===== config.mk =====
export PLATFORM = sky130hd
export DESIGN_NAME = lcd_spi_receiver_flat
export DESIGN_NICKNAME = d
export VERILOG_FILES = /design/src/rtl/lcd_spi_receiver_pkg.sv /design/src/rtl/lcd_spi_receiver_if.sv /design/src/rtl/lcd_spi_receiver_spi_in_sync.sv /design/src/rtl/lcd_spi_receiver.sv /design/src/flat_wrapper.sv
export SDC_FILE = /design/constraint.sdc
export NUM_CORES = 1
export LEC_CHECK = 0
export BUFFER_PORTS_ARGS = -buffer_cell sky130_fd_sc_hd__buf_2
export CAP_MARGIN = 20
export CORE_ASPECT_RATIO = 1.2
export CORE_UTILIZATION = 59
export CTS_BUF_LIST = sky130_fd_sc_hd__clkbuf_4
export DETAILED_ROUTE_END_ITERATION = 7
export MAX_ROUTING_LAYER = met4
export PLACE_DENSITY_LB_ADDON = 0.3
export SKIP_LAST_GASP = 1
export SYNTH_ARGS = -nofsm -noshare
export SYNTH_HDL_FRONTEND = slang
export SYNTH_HIERARCHICAL = 1
export SYNTH_SLANG_ARGS = --single-unit

===== constraint.sdc =====
create_clock -name CLK -period 2.43 [get_ports CLK]
set_input_delay 0.243 -clock CLK [delete_from_list [all_inputs] [get_ports CLK]]
set_output_delay 0.243 -clock CLK [all_outputs]
set_load 0.01 [all_outputs]

===== src/rtl/lcd_spi_receiver_pkg.sv =====
//==============================================================================
// Module : lcd_spi_receiver_pkg
// Brief  : Shared constants for the LCD serial receiver: SPI_In bit positions,
//          FSM state encoding, command opcodes and framebuffer field widths.
// Rev    : 1.0
//==============================================================================
`default_nettype none

package lcd_spi_receiver_pkg;

   // Bit positions inside the 4-bit SPI_In bundle
   localparam int CS_N_BIT = 3;
   localparam int A0_BIT   = 2;
   localparam int SCLK_BIT = 1;
   localparam int SDA_BIT  = 0;

   // Synchronizer reset value: CS_N high, SCLK high, so no edge is seen at release
   localparam logic [3:0] SYNC_RESET_VAL = 4'b1010;

   // Receiver state encoding
   localparam logic [1:0] ST_IDLE  = 2'd0;
   localparam logic [1:0] ST_SHIFT = 2'd1;
   localparam logic [1:0] ST_DONE  = 2'd2;

   // Command opcodes live in the upper nibble
   localparam logic [7:0] OPC_MASK   = 8'hF0;
   localparam logic [7:0] OPC_PAGE   = 8'hB0;
   localparam logic [7:0] OPC_COL_HI = 8'h10;
   localparam logic [7:0] OPC_COL_LO = 8'h00;

   // Framebuffer address fields: {page, column}
   localparam int PAGE_W = 3;
   localparam int COL_W  = 7;
   localparam int ADDR_W = PAGE_W + COL_W;

   // True when the command byte carries the given opcode in its upper nibble
   function automatic logic is_opcode(input logic [7:0] cmd, input logic [7:0] opc);
      return (cmd & OPC_MASK) == opc;
   endfunction

endpackage

`default_nettype wire


===== src/rtl/lcd_spi_receiver_if.sv =====
//==============================================================================
// Module : lcd_spi_receiver_if
// Brief  : Serial input bundle and framebuffer/command outputs of the receiver.
//          slave = receiver side, master = bus driver / consumer side.
// Rev    : 1.0
//==============================================================================
`default_nettype none

interface lcd_spi_receiver_if;
   import lcd_spi_receiver_pkg::*;

   logic [3:0]        SPI_In;
   logic              Write_En_Sig;
   logic [ADDR_W-1:0] Write_Addr_Sig;
   logic [7:0]        Write_Data;
   logic              Cmd_Sig;
   logic [7:0]        Cmd_Data;

   modport slave (
      input  SPI_In,
      output Write_En_Sig,
      output Write_Addr_Sig,
      output Write_Data,
      output Cmd_Sig,
      output Cmd_Data
   );

   modport master (
      output SPI_In,
      input  Write_En_Sig,
      input  Write_Addr_Sig,
      input  Write_Data,
      input  Cmd_Sig,
      input  Cmd_Data
   );

endinterface

`default_nettype wire


===== src/rtl/lcd_spi_receiver_spi_in_sync.sv =====
//==============================================================================
// Module : spi_in_sync
// Brief  : Two-flop synchronizer for the four SPI_In lines plus an SCLK
//          rising-edge detector working on the synchronized clock line.
// Rev    : 1.0
//==============================================================================
`default_nettype none

module spi_in_sync
   import lcd_spi_receiver_pkg::*;
(
   input  wire logic       clk,
   input  wire logic       rst_n,
   input  wire logic [3:0] spi_raw,
   output logic      [3:0] spi_sync,
   output logic            sclk_rise
);

   logic [3:0] meta;
   logic       sclk_prev;

   // Two-stage synchronizer plus previous-SCLK flop for edge detection
   always_ff @(posedge clk or negedge rst_n) begin
      if (!rst_n) begin
         meta      <= SYNC_RESET_VAL;
         spi_sync  <= SYNC_RESET_VAL;
         sclk_prev <= 1'b1;
      end else begin
         meta      <= spi_raw;
         spi_sync  <= meta;
         sclk_prev <= spi_sync[SCLK_BIT];
      end
   end

   assign sclk_rise = spi_sync[SCLK_BIT] & ~sclk_prev;

endmodule

`default_nettype wire


===== src/rtl/lcd_spi_receiver.sv =====
//==============================================================================
// Module : lcd_spi_receiver
// Brief  : LCD serial receiver. Assembles 8-bit bytes from SDA, then either
//          writes display data at {page, col} (auto-incrementing col) or
//          reports/decodes a command (page select, column high/low nibble).
// Rev    : 1.0
//==============================================================================
`default_nettype none

module lcd_spi_receiver
   import lcd_spi_receiver_pkg::*;
#(
   parameter int COLUMNS = 128,
   parameter int PAGES   = 8
) (
   input  wire logic          CLK,
   input  wire logic          RSTn,
   lcd_spi_receiver_if.slave  bus
);

   logic [3:0]       spi_sync;
   logic             sclk_rise;
   logic             cs_n;
   logic             a0;
   logic             sda;

   logic [1:0]       state;
   logic [1:0]       state_next;
   logic [2:0]       bit_cnt;
   logic [6:0]       shreg;        // first seven bits of the byte in flight
   logic [PAGE_W-1:0] page;
   logic [COL_W-1:0] col;

   logic             shift_en;
   logic             byte_done;
   logic [7:0]       rx_byte;

   spi_in_sync u_sync (
      .clk       (CLK),
      .rst_n     (RSTn),
      .spi_raw   (bus.SPI_In),
      .spi_sync  (spi_sync),
      .sclk_rise (sclk_rise)
   );

   assign cs_n = spi_sync[CS_N_BIT];
   assign a0   = spi_sync[A0_BIT];
   assign sda  = spi_sync[SDA_BIT];

   // State register
   always_ff @(posedge CLK or negedge RSTn) begin
      if (!RSTn) state <= ST_IDLE;
      else       state <= state_next;
   end

   // Next-state logic; a high CS_N always forces IDLE
   always_comb begin
      state_next = state;
      if (cs_n) begin
         state_next = ST_IDLE;
      end else begin
         case (state)
            ST_IDLE:  state_next = ST_SHIFT;
            ST_SHIFT: if (byte_done) state_next = ST_DONE;
            ST_DONE:  state_next = ST_SHIFT;
            default:  state_next = ST_IDLE;
         endcase
      end
   end

   // Per-cycle controls: sample on a detected edge while selected, byte ends on bit 8
   always_comb begin
      shift_en  = sclk_rise & ~cs_n & (state != ST_IDLE);
      byte_done = shift_en & (bit_cnt == 3'd7);
      rx_byte   = {shreg, sda};
   end

   // Bit counter and shifter; deselect throws away any partial byte
   always_ff @(posedge CLK or negedge RSTn) begin
      if (!RSTn) begin
         bit_cnt <= 3'd0;
         shreg   <= 7'd0;
      end else if (cs_n) begin
         bit_cnt <= 3'd0;
         shreg   <= 7'd0;
      end else if (shift_en) begin
         bit_cnt <= bit_cnt + 3'd1;
         shreg   <= {shreg[5:0], sda};
      end
   end

   // Byte completion: data write with column auto-increment, or command decode
   always_ff @(posedge CLK or negedge RSTn) begin
      if (!RSTn) begin
         page               <= '0;
         col                <= '0;
         bus.Write_En_Sig   <= 1'b0;
         bus.Write_Addr_Sig <= '0;
         bus.Write_Data     <= 8'd0;
         bus.Cmd_Sig        <= 1'b0;
         bus.Cmd_Data       <= 8'd0;
      end else begin
         bus.Write_En_Sig <= 1'b0;
         bus.Cmd_Sig      <= 1'b0;
         if (byte_done) begin
            if (a0) begin
               bus.Write_En_Sig   <= 1'b1;
               bus.Write_Addr_Sig <= {page, col};
               bus.Write_Data     <= rx_byte;
               col <= (col == COL_W'(COLUMNS - 1)) ? '0 : col + 1'b1;
            end else begin
               bus.Cmd_Sig  <= 1'b1;
               bus.Cmd_Data <= rx_byte;
               if (is_opcode(rx_byte, OPC_PAGE)) begin
                  // Out-of-range page numbers are reported but not applied
                  if (int'(rx_byte[3:0]) < PAGES) page <= rx_byte[PAGE_W-1:0];
               end else if (is_opcode(rx_byte, OPC_COL_HI)) begin
                  col[6:4] <= rx_byte[2:0];
               end else if (is_opcode(rx_byte, OPC_COL_LO)) begin
                  col[3:0] <= rx_byte[3:0];
               end
            end
         end
      end
   end

endmodule

`default_nettype wire

===== src/flat_wrapper.sv =====
// flat-port wrapper written by rule: the top's interface ports become plain ports
module lcd_spi_receiver_flat import lcd_spi_receiver_pkg::*;
#(
   parameter int COLUMNS = 128,
   parameter int PAGES   = 8
)
  (CLK, RSTn, bus_SPI_In, bus_Write_En_Sig, bus_Write_Addr_Sig, bus_Write_Data, bus_Cmd_Sig, bus_Cmd_Data);
  lcd_spi_receiver_if bus_i ();
  input  wire logic CLK;
  input  wire logic RSTn;
  input wire logic [$bits(bus_i.SPI_In)-1:0] bus_SPI_In;
  output wire logic [$bits(bus_i.Write_En_Sig)-1:0] bus_Write_En_Sig;
  output wire logic [$bits(bus_i.Write_Addr_Sig)-1:0] bus_Write_Addr_Sig;
  output wire logic [$bits(bus_i.Write_Data)-1:0] bus_Write_Data;
  output wire logic [$bits(bus_i.Cmd_Sig)-1:0] bus_Cmd_Sig;
  output wire logic [$bits(bus_i.Cmd_Data)-1:0] bus_Cmd_Data;
  assign bus_i.SPI_In = bus_SPI_In;
  assign bus_Write_En_Sig = bus_i.Write_En_Sig;
  assign bus_Write_Addr_Sig = bus_i.Write_Addr_Sig;
  assign bus_Write_Data = bus_i.Write_Data;
  assign bus_Cmd_Sig = bus_i.Cmd_Sig;
  assign bus_Cmd_Data = bus_i.Cmd_Data;
  lcd_spi_receiver #(.COLUMNS(COLUMNS), .PAGES(PAGES)) u_core (.CLK(CLK), .RSTn(RSTn), .bus(bus_i));
endmodule

# Yosys cells after proc, flatten, opt, wreduce, memory -nomap -nowiden

Index checks and enable logic that the tools add are counted.

Flip-flop bits (word level): 59
Latch bits: 0
Bits in writable memories: 0
Bits in read-only memories: 0
Input bits: 6
Output and inout port bits: 28
Logic and storage cells: 62
Memories kept: 0

$add $sub $neg: 2
$mul: 0
Divide/modulo/power cells: 0
$lt $le $gt $ge: 1
Eq/ne operators: 9
Shift-type cells: 0
Multiplexer cells: 17
Bitwise logic cells: 7
Reductions and logical operators: 12

Operators with widths:

| kind                  | count |
|---|---|
| $mux W7               | 5 |
| $mux W3               | 3 |
| $logic_not A8 Y1      | 1 |
| $mux W4               | 2 |
| $reduce_and A4 Y1     | 2 |
| $reduce_bool A2 Y1    | 4 |
| $add A7 B1 Y7 const B | 1 |
| $eq A7 B7 Y1 const B  | 1 |
| $and A1 B1 Y1         | 4 |
| $eq A4 B1 Y1 const B  | 1 |
| $eq A4 B4 Y1 const B  | 1 |
| $lt A4 B4 Y1 const B  | 1 |
| $mux W1               | 4 |
| $mux W2               | 2 |
| $ne A2 B2 Y1 const B  | 2 |
| $pmux W2 S2           | 1 |
| $reduce_and A2 Y1     | 2 |
| $add A3 B1 Y3 const B | 1 |
| $eq A3 B3 Y1 const B  | 1 |
| $ne A3 B2 Y1 const B  | 1 |
| $not A1 Y1            | 3 |
| $reduce_and A3 Y1     | 1 |
| $eq A2 B1 Y1 const B  | 1 |
| $eq A2 B2 Y1 const B  | 1 |
| 2 further kinds       | 2 |

# Logic depth before layout (Yosys ltp)

Word-level depth: 8
Gate-level depth with buffers: 7
Depth with buffers taken out: 6

# By module

Netlist, hierarchy kept.

Modules (own cells, without submodules):

| module           | instances | cells each | area each (um^2) | sequential area each (um^2) |
|---|---|---|---|---|
| lcd_spi_receiver | 1         | 173        | 2159.6           | 1251.2 |
| spi_in_sync      | 1         | 10         | 245.2            | 231.5 |

# Worst setup path before layout

No wires, ideal clock.

Path type: reg-to-reg
From: register u_core.bit_cnt[0]
To: register u_core.bus.Write_Addr_Sig[2]
Library setup time: 125 ps
Arrival: 1624 ps
Data required time: 2305 ps
Path slack: 681 ps
Stages on the path, launching flop included: 8
Period minus slack after synthesis: 1749 ps
Path through: dfrtp_1 -> ha_1 -> ha_1 -> nor2b_1 -> and2_4 -> nand2_4 -> buf_6 -> mux2_4

Longest elaborated chain between the ends: 3

Ends and longest elaborated chain:

| element                     | line                      | RTL |
|---|---|---|
| start, declared             | lcd_spi_receiver.sv:29    | `logic [2:0] bit_cnt;` |
| start signal, assigned      | lcd_spi_receiver.sv:87    | `bit_cnt <= bit_cnt + 3'd1;` |
| $eq A3 B3 Y1                | lcd_spi_receiver.sv:74    | `byte_done = shift_en & (bit_cnt == 3'd7);` |
| $and A1 B1 Y1               | lcd_spi_receiver.sv:74    |  |
| $reduce_and A2 Y1 (no line) | n/a                       |  |
| end signal, assigned        | lcd_spi_receiver.sv:108   | `bus.Write_Addr_Sig <= {page, col};` |
| end, declared               | lcd_spi_receiver_if.sv:22 | `output Write_Addr_Sig,` |

No other way between the ends.
A chain may end at the register's enable or synchronous reset.

# Worst setup path after layout

From: register u_core.u_sync.spi_sync[1]
To: register u_core.page[1]

Longest elaborated chain between the ends: 5

Ends and longest elaborated chain:

| element                     | line                               | RTL |
|---|---|---|
| start, declared             | lcd_spi_receiver_spi_in_sync.sv:15 | `output logic [3:0] spi_sync,` |
| start signal, assigned      | lcd_spi_receiver_spi_in_sync.sv:30 | `spi_sync <= meta;` |
| $and A1 B1 Y1               | lcd_spi_receiver_spi_in_sync.sv:35 | `assign sclk_rise = spi_sync[SCLK_BIT] & ~sclk_prev;` |
| via u_core.sclk_rise        | lcd_spi_receiver.sv:22             | `logic sclk_rise;` |
| $and A1 B1 Y1 (2 in series) | lcd_spi_receiver.sv:73             | `shift_en = sclk_rise & ~cs_n & (state != ST_IDLE);` |
| $and A1 B1 Y1               | lcd_spi_receiver.sv:74             |  |
| $reduce_and A4 Y1 (no line) | n/a                                |  |
| end, declared               | lcd_spi_receiver.sv:31             | `logic [PAGE_W-1:0] page;` |

The timed path passes the listed nets, and every way through them passes these cells.

==> results.tsv <==
stage	metric	value	unit
status	run status	complete, no violations	
routing	post-route ant nets	0	
clock_network	Post-CTS Setup Inserts	0	
placement	Setup WS pre-CTS	0.502	ns
sta	Hold WS	0.351	ns
routing	Post-Route WL	4310	um
die	Rows	25	
run	Max-Cap Viols	0	
worst_setup_path	critical path endpoint category	flip-flop	
sta	Final Hold Viols	0	
routing	Vias	1570	
cells_and_area	# nets final	236	
clock_network	CTS sink cnt	59	
yosys	Mapped Area	2400	um^2
cells_and_area	Diodes inserted	0	
die	Die Ht	71.9	um
clock_network	CTS tree	yes	
grt	Total GRT Usage	23.1	%
pwr	VDD IR-drop max	0.000380	V
sta	Tcrit/Tclk final	79.9	%
routing	Starting DRT DRC Count	60	
placement	Placed Instances	265	
grt	grt total ovfl	0	
sta	final setup fails	0	
placement	I/O Buffers	33	
sta	Clock Skew	0.00820	ns
yosys	commonest register cell after synthesis	dfrtp_1	
yosys	number of flops mapped to enable cells by yosys	0	
hold_path	hold depth	0	
clock_network	post-CTS sizing	0	
pwr	LEAKAGE	0.00144	uW
yosys	Seq cells post-synth	59	
routing	WL/cell	15.1	um
grt	initial antenna violation count	0	
die	Die ar.	4340	um^2
worst_setup_path	crit path kind	flip-flop to flip-flop	
pwr	total power	1610	uW
worst_setup_path	CP max stage cell	dfstp_2	
hold_path	hold crit path type	flip-flop to flip-flop	
clock_network	Hold Buf Count CTS	5	
pwr	Pwr Density	580	nW/um^2
worst_setup_path	Startpoint Class	flip-flop	
clock_network	clock slew at reported path FFs	0.08	ns
worst_setup_path	Crit path largest cell delay	0.54	ns
grt	vias in the first global route	1495	
yosys	Syn Nets	192	
worst_setup_path	CP Cell Sequence	nor2b_4 > o21a_2 > nand2_1 > nor3_2 > mux2_2	
sta	final slew viol count	0	
die	core box area	3910	um^2
cells_and_area	layout cells sized above 1	37.5	%
worst_setup_path	Required @ worst endpoint	2.71	ns
clock_network	Bufs on Longest Clock Path	2	
sta	Fin Setup TNS	0	ns
yosys	Distinct cells, synth	37	
sta	Slew @ Worst Pin	0.719	ns
cells_and_area	final non-filler cell total	286	
cells_and_area	Area Overhead vs Synth	15.3	%
clock_network	clock root cell	clkbuf_4	
worst_setup_path	crit path DAT	2.22	ns
die	IO Pins	34	
routing	Via density	5.49	
grt	largest net degree at the start of global routing	60	
sta	Tmin final	1.94	ns
clock_network	Inserted Clock Buffers	9	
worst_setup_path	CP max FO	14	
die	starting density of the core	61.5	%
yosys	sequential share of the synthesized area	61.7	%
clock_network	clk_lat worst skew	0.39	ns
yosys	Post-Synthesis Cells	183	
die	die span in x	60.3	um
yosys	Post-Syn Area per Cell	13.1	um^2
routing	drt pass-1 iters	4	
placement	hpwl dp	2850	um
placement	GPL Wtd Cong	0.824	
routing	DR DRC count	0	
clock_network	H-tree depth	3	
sta	Setup WS post-layout	0.489	ns
grt	first-pass GRT wire length	6930	um
worst_setup_path	R2R depth	5	
yosys	Post-synth ARST share	100	%
cells_and_area	Fillers	277	
yosys	warnings from Yosys	6	
sta	Fmax	515	MHz
sta	max_slew headroom	52.1	%
sta	RSZ-0062 raised after global routing	false	
-- layout make-up --
cell class | count | area [um^2] | area share [%]
flip-flops and latches | 59 | 1480 | 53.5
multi-input cells | 113 | 867 | 31.3
repair buffers | 39 | 235 | 8.48
clock buffers | 11 | 82.6 | 2.98
well taps | 54 | 67.6 | 2.44
clock inverters | 5 | 20.0 | 0.722
inverters | 5 | 18.8 | 0.677
-- sequential cells by signal (all words and copies together) (netlist names) --
signal                     cells
u_core/bus.Cmd_Sig             1
u_core/page                    3
u_core/u_sync/meta             4
u_core/bus.Write_En_Sig        1
u_core/state                   2
u_core/bus.Cmd_Data            8
u_core/bus.Write_Addr_Sig     10
u_core/u_sync/spi_sync         4
u_core/shreg                   7
u_core/bit_cnt                 3
u_core/bus.Write_Data          8
u_core/col                     7
u_core/u_sync/sclk_prev        1
-- metrics by stage --
stage | area, um^2 | utilization [%]
after floorplan | 2400 | -
after global placement | 2620 | 67.0
after detailed placement | 2620 | 67.0
after global routing | 2770 | 70.9
final | 2770 | 70.9
after CTS | 2770 | 70.9
-- path summary, 6_finish.rpt --
kind | from | end | slack, ns
min in group asynchronous | RSTn | u_core/bus.Write_Data[7]$_DFFE_PN0P_ | 0.39
max in group asynchronous | RSTn | u_core/u_sync/meta[1]$_DFF_PN1_ | 1.75
max | u_core/u_sync/spi_sync[1]$_DFF_PN1_ | u_core/page[1]$_DFFE_PN0P_ | 0.49
min reg2reg | u_core/u_sync/meta[2]$_DFF_PN0_ | u_core/u_sync/spi_sync[2]$_DFF_PN0_ | 0.35
min | u_core/u_sync/meta[2]$_DFF_PN0_ | u_core/u_sync/spi_sync[2]$_DFF_PN0_ | 0.35
max reg2reg | u_core/u_sync/spi_sync[1]$_DFF_PN1_ | u_core/page[1]$_DFFE_PN0P_ | 0.49
-- worst max-delay path: cells and delay by family (launching register included) --
kind             cells  cell delay, ns
AND/OR/NAND/NOR      3            0.61
multiplexers         1            0.37
flip-flops           1            0.54
AO/OA/AOI/OAI        1            0.31
-- cells in the mapped netlist (2+ instances only) --
cell type | count | area (um^2)
o22a_1 | 3 | 26.3
ha_1 | 3 | 37.5
mux2_2 | 21 | 236
inv_1 | 5 | 18.8
o21ai_0 | 5 | 25.0
mux2i_1 | 3 | 30.0
o211ai_1 | 2 | 15.0
nand3_1 | 3 | 15.0
nor2_1 | 6 | 22.5
a21oi_1 | 13 | 65.1
nand4_1 | 3 | 18.8
mux2_4 | 9 | 135
dfstp_2 | 5 | 131
clkbuf_1 | 2 | 7.51
nand2_1 | 23 | 86.3
o22ai_1 | 2 | 12.5
dfrtp_1 | 54 | 1350
a31oi_1 | 2 | 12.5
-- power breakdown --
part | internal (uW) | switching, uW
registers | 998 | 20.8
logic | 21.8 | 31.8
clock network | 219 | 317
-- logic make-up (layout without fill, tap and decap cells) --
group,count (synthesis),count (layout),share of synthesized area (%)
DFF,59,59,61.7
and+or+nand+nor,45,45,9.68
muxes,33,33,16.7
AOI/OAI and AO/OA,31,31,7.75
buffers and inverters,11,60,2.29
adders and majority gates,3,3,1.56
xor gates and xnor gates,1,1,0.364
-- layout by cell type, fill, tap and decap left out, types with 4 or more instances in the layout --
master / count
dlygate4sd3_1: 5
clkbuf_4: 11
nor2_1: 6
dfrtp_1: 54
nand2_1: 23
inv_1: 5
buf_2: 33
mux2_4: 9
a21oi_1: 13
mux2_2: 21
dfstp_2: 5
clkinv_1: 4
o21ai_0: 5
-- layer usage --
metal	share of wire [%]	global-route usage (%)
met1	41	28.9
met2	53	34.6
met3	4.8	5.88
met4	1.2	11.6
met5	0	-
(Power assumes the default switching activity.)
